<file path="src/rtl/out_cmd_driver.sv">
// out_cmd_driver: sequences key bus (outP) and data bus (out) toward the output CPLD.
// Data only changes while the key reads KEY_IDLE, so the CPLD never sees a data edge
// framed by a valid key. A watchdog drops to the safe pattern if refreshes stop.
//
// Handshake: a command transfers on a rising edge where cmd_valid and cmd_ready are both
// 1; cmd_arm/cmd_data are captured on that edge. cmd_ready is a registered function of the
// state only (1 in IDLE and HOLDING). The controller holds cmd_valid until the transfer;
// cmd_valid while cmd_ready=0 has no effect.
module out_cmd_driver #(
  parameter int               N_OUT     = 28,
  parameter int               N_KEY     = 8,
  parameter logic [1:N_KEY]   KEY_IDLE  = 8'b11111000,
  parameter logic [1:N_KEY]   KEY_ARM   = 8'b11110101,
  parameter int               SETUP_CYC = 4,
  parameter int               HOLD_CYC  = 16,
  parameter int               GAP_CYC   = 4,
  parameter int               WDOG_CYC  = 500000
) (
  input  logic             pclk_50M,
  input  logic             rst,
  input  logic             cmd_valid,
  output logic             cmd_ready,
  input  logic             cmd_arm,
  input  logic [1:N_OUT]   cmd_data,
  output logic [1:N_KEY]   outP,
  output logic [1:N_OUT]   out,
  output logic             busy,
  output logic             wdog_trip,
  output logic [2:0]       state_dbg
);

  typedef enum logic [2:0] {
    S_IDLE    = 3'd0,
    S_SETUP   = 3'd1,
    S_ARM     = 3'd2,
    S_HOLDING = 3'd3,
    S_GAP     = 3'd4
  } state_t;

  localparam int CNT_W = $clog2(SETUP_CYC + HOLD_CYC + GAP_CYC + 1);
  localparam logic [CNT_W-1:0] SETUP_LAST = CNT_W'(SETUP_CYC - 1);
  localparam logic [CNT_W-1:0] HOLD_LAST  = CNT_W'(HOLD_CYC - 1);
  localparam logic [CNT_W-1:0] GAP_LAST   = CNT_W'(GAP_CYC - 1);
  localparam logic [19:0]      WDOG_LAST  = 20'(WDOG_CYC - 1);

  state_t           state;
  logic [CNT_W-1:0] cnt;       // phase length counter for SETUP/ARM/GAP
  logic [19:0]      wdog;      // cycles in HOLDING since ARM entry or last refresh
  logic [1:N_OUT]   pend;      // data waiting behind the GAP phase
  logic             pend_arm;  // 1: GAP leads to SETUP with pend, 0: GAP leads to IDLE
  logic             acc;

  assign acc       = cmd_valid & cmd_ready;
  assign state_dbg = state;

  // Sequencer: state, phase counters and all registered outputs.
  always_ff @(posedge pclk_50M or posedge rst) begin
    if (rst) begin
      state     <= S_IDLE;
      outP      <= KEY_IDLE;
      out       <= '1;
      cmd_ready <= 1'b0;
      busy      <= 1'b0;
      wdog_trip <= 1'b0;
      cnt       <= '0;
      wdog      <= '0;
      pend      <= '1;
      pend_arm  <= 1'b0;
    end else begin
      // Any accepted arm command acknowledges a previous watchdog trip.
      if (acc && cmd_arm) wdog_trip <= 1'b0;

      case (state)
        S_IDLE: begin
          outP      <= KEY_IDLE;
          out       <= '1;
          cmd_ready <= 1'b1;
          busy      <= 1'b0;
          if (acc && cmd_arm) begin
            state     <= S_SETUP;
            out       <= cmd_data;
            cmd_ready <= 1'b0;
            busy      <= 1'b1;
            cnt       <= '0;
          end
        end

        S_SETUP: begin
          if (cnt == SETUP_LAST) begin
            state <= S_ARM;
            outP  <= KEY_ARM;
            cnt   <= '0;
            wdog  <= '0;
          end else if (cnt != '1) begin
            cnt <= cnt + CNT_W'(1);
          end
        end

        S_ARM: begin
          if (cnt == HOLD_LAST) begin
            state     <= S_HOLDING;
            cmd_ready <= 1'b1;
            busy      <= 1'b0;
            cnt       <= '0;
          end else if (cnt != '1) begin
            cnt <= cnt + CNT_W'(1);
          end
        end

        S_HOLDING: begin
          if (acc) begin
            if (cmd_arm && (cmd_data == out)) begin
              // Refresh with unchanged data: only the watchdog restarts.
              wdog <= '0;
            end else begin
              // Drop the key first; data stays put for the whole GAP.
              state     <= S_GAP;
              outP      <= KEY_IDLE;
              cmd_ready <= 1'b0;
              busy      <= 1'b1;
              cnt       <= '0;
              pend      <= cmd_data;
              pend_arm  <= cmd_arm;
            end
          end else if (wdog == WDOG_LAST) begin
            // Controller went silent: force the safe pattern at once.
            state     <= S_IDLE;
            outP      <= KEY_IDLE;
            out       <= '1;
            wdog_trip <= 1'b1;
          end else if (wdog != '1) begin
            wdog <= wdog + 20'd1;
          end
        end

        S_GAP: begin
          if (cnt == GAP_LAST) begin
            cnt <= '0;
            if (pend_arm) begin
              state <= S_SETUP;
              out   <= pend;
            end else begin
              state     <= S_IDLE;
              out       <= '1;
              cmd_ready <= 1'b1;
              busy      <= 1'b0;
            end
          end else if (cnt != '1) begin
            cnt <= cnt + CNT_W'(1);
          end
        end

        default: begin
          state     <= S_IDLE;
          outP      <= KEY_IDLE;
          out       <= '1;
          cmd_ready <= 1'b0;
          busy      <= 1'b0;
          cnt       <= '0;
        end
      endcase
    end
  end

endmodule

</file>
<file path="config.mk">
export PLATFORM = sky130hd
export DESIGN_NAME = out_cmd_driver
export DESIGN_NICKNAME = d
export VERILOG_FILES = /design/src/rtl/out_cmd_driver.sv
export SDC_FILE = /design/constraint.sdc
export NUM_CORES = 1
export LEC_CHECK = 0
export CAP_MARGIN = 20
export CELL_PAD_IN_SITES_DETAIL_PLACEMENT = 1
export CELL_PAD_IN_SITES_GLOBAL_PLACEMENT = 2
export CORE_MARGIN = 10
export CORE_UTILIZATION = 36
export CTS_BUF_LIST = sky130_fd_sc_hd__clkbuf_4 sky130_fd_sc_hd__clkbuf_8
export DETAILED_ROUTE_END_ITERATION = 12
export PLACE_DENSITY_LB_ADDON = 0.1
export SLEW_MARGIN = 20
export SYNTH_ARGS = -nofsm -noshare
export SYNTH_HDL_FRONTEND = slang
export SYNTH_SLANG_ARGS = --single-unit
</file>
<file path="constraint.sdc">
create_clock -name pclk_50M -period 3.85 [get_ports pclk_50M]
set_clock_uncertainty 0.2 [all_clocks]
set_input_delay 0.77 -clock pclk_50M [delete_from_list [all_inputs] [get_ports pclk_50M]]
set_output_delay 0.77 -clock pclk_50M [all_outputs]
set_load 0.03 [all_outputs]
</file>
==> flow_summary.ini <==
[outcome]
status = finished, final reports clean

[die]
ios = 74
die_area_mm2 = 0.0188
core_mm2 = 0.0133
die_w_um = 137
rows = 42
start_util = 0.370
die_h_um = 137

[synthesis]
yosys.area_share.xor_xnor = 0.0478
yosysUniqueCellTypes = 62
synth_edf_count = 0
synth_top_area_cell = dfstp_2
synthAdderAreaFrac = 0.00506
avgSynthCellArea_um2 = 10.4
netlist.area_leader.share = 0.303
synth_top_flop_cell = dfstp_2
ys_warn_count = 0
synth_top_family_by_area = compound AO/OA/AOI/OAI gates
synth.area.top_cells = dfstp_2 (30%), dfrtp_1 (17%), mux2_4 (6.1%), nand2_1 (4.2%), xnor2_1 (4.1%)
synthSimpleGateAreaFrac = 0.161
ys_seq_area_frac = 0.470
synth_compound_area_frac = 0.179
synthArstFlopShare = 1.00
synth_seq_cells = 90
synthMuxAreaShare = 0.0947
syn_area_mm2 = 0.00494
syn_inst = 477

[place]
hpwl_um = 10400
post_dp_cell_area_mm2 = 0.00580
port_buffers = 68
placed_cells = 704
gp_congestion = 0.788

[drt]
num_vias = 3969
drc = 0
routed_via_density = 5.51
drtIter0Drc = 178
wirelength_um = 14300
ant_nets = 0
wire_per_inst_um = 19.9
drt_first_pass_iters = 4

[grt]
antenna_found_initial = 0
grt_max_degree = 47
overflow = 0
grt_pass1_vias = 4282
grt_pass1_wl_um = 23500
grt.total_usage = 0.158

[worst_setup_path]
cp.arrival_ps = 3080
reg2reg_from = cnt[1]$_DFFE_PP0P_
critPathBufInv = 1
critPathCaptureType = flop
start_kind = input pin
crit_fanout = 15
worstPathCellList = clkdlybuf4s50_1 > xor2_1 > or4_4 > nor4_4 > and2_1 > o21ai_2 > a211o_1
regToRegEndpoint = cmd_ready$_DFFE_PP0P_
crit_slowest_cell = or4_4
cpPeakStageDelay_ps = 550
regToRegSetupSlack_ps = 930
required_ps = 3920
crit_type = input pin to flop
r2r_cells = 7
crit_family = simple AND/OR/NAND/NOR gates

[min_path]
worstHoldStart = outP[5]$_DFFE_PP1P_
worstHoldEndpoint = outP[5]$_DFFE_PP1P_
hold_class = flop to flop
whs_path_depth = 2

[layout]
final_cell_area_mm2 = 0.00602
drive_gt1_frac = 0.232
mostFrequentLayoutCells = clkdlybuf4s50_1 (68), dfstp_2 (57), nand2_1 (55), o21ai_0 (36), dfrtp_1 (33)
fin_cells = 720
seqCellArea_mm2 = 0.00232
num-fill-cells = 1530
syn_to_final_growth_pct = 21.9
final_nets = 573
antenna_cells = 0
multi_input_area_mm2 = 0.00245
final_common_cell = clkdlybuf4s50_1

[power_and_ir_drop]
power_density_mw_per_mm2 = 711
vdd_drop_max_mv = 0.375
p_leak_nw = 2.36
p_total_mw = 4.28

[timing]
hold_violations = 0
min_period_ps = 3010
tightest_slew_ps = 866
clock.fmax_mhz = 332
fin_tns_setup_ps = 0
rsz0062_at_grt = false
hold_slack_ps = 295
finalSetupViolCount = 0
slew_headroom = 0.422
finalCritPeriodShare = 0.783
maxSlewViolCount = 0

[clock_tree]
clkTransAtPathRegs_ps = 90
cts_buffers = 9
cts_tree = yes
clkSinkCount = 90
cts_buffer_depth = 2
clock_latency_ps = 380
cts-resized-gates = 0
postCtsSetupBuffers = 0
cts_max_level = 3
postCtsHoldBufs = 0
root_buffer = clkbuf_8

[run]
drv_cap = 0
==> worst register-to-register path, stage by stage, from the launching register on <==
cell	delay, ps
dfrtp_1	430
ha_1	310
nor4b_1	460
a2bb2oi_1	490
o21a_1	190
o21ai_0	70
a21oi_1	300
mux2_2	380
==> through the flow <==
step / setup slack, ps / utilization
floorplan: 639 / -
global placement: 444 / 0.434
detailed placement: 412 / 0.434
CTS: 821 / 0.451
global route: 666 / 0.451
finish: 836 / 0.451
==> where the power goes <==
group | total [mW] | internal (mW) | switching (mW)
combinational | 1.95 | 0.814 | 1.14
clock | 0.760 | 0.400 | 0.359
sequential | 1.57 | 1.34 | 0.237
==> synth_stat cells (3+ instances only) <==
library cell and n:
nor3b_1 3, o31ai_1 4, buf_6 5, nand2b_1 7
a21oi_1 23, xnor2_1 23, mux2_4 20, mux2_2 9
dfrtp_1 33, or3_1 3, nor3_1 14, buf_4 6
mux2_1 5, a22o_1 5, nor4_1 8, inv_1 6
o22a_1 5, and4_1 3, o2bb2ai_1 7, o21a_1 4
a21o_1 9, nand2_1 55, nand4_1 15, dfstp_2 57
xor2_1 4, o21ai_0 36, nand3_1 12, clkbuf_1 17
o22ai_1 24, nor2_1 10
==> state kept, by name, summed over array words and instances (netlist names) <==
signal     count
busy           1
cmd_ready      1
cnt            5
out           28
outP           2
pend          28
pend_arm       1
state_dbg      3
wdog          20
wdog_trip      1
==> worst max path at each step <==
stage,from,endpoint,slack [ps],cells past startpoint
floorplan,rst,busy$_DFFE_PP0P_,640,1
global placement,cmd_data[10],wdog[19]$_DFFE_PP0P_,440,7
detailed placement,cmd_data[10],wdog[19]$_DFFE_PP0P_,410,7
CTS,cmd_data[10],wdog[19]$_DFFE_PP0P_,820,7
global route,cnt[1]$_DFFE_PP0P_,cmd_ready$_DFFE_PP0P_,670,7
finish,cmd_data[10],wdog[19]$_DFFE_PP0P_,840,7
==> kinds of logic (layout without fill, tap and decap cells) <==
| group | count (synthesis) | in the layout |
|---|---|---|
| and+or+nand+nor | 148 | 148 |
| AOI/OAI and AO/OA | 137 | 137 |
| DFF | 90 | 90 |
| buffers and inverters | 36 | 100 |
| muxes | 35 | 35 |
| xor gates and xnor gates | 27 | 27 |
| adders and majority gates | 2 | 2 |
| other | 2 | 5 |
==> area by class of cell <==
cell class                      instances  share of cell area
Clock buffer                           12              0.0253
Clock inverter                          4              0.0125
Inverter                                6             0.00395
Multi-Input combinational cell        354               0.406
Sequential cell                        90               0.386
Tap cell                              176              0.0366
Timing Repair Buffer                   78               0.130
==> metal layers <==
layer | wire (µm) | global-route usage
met1 | 6420 | 0.197
met2 | 7220 | 0.266
met3 | 562 | 0.0477
met4 | 125 | 0.0316
met5 | 0 | 0
No activity file was read; power rests on OpenSTA's default activity.
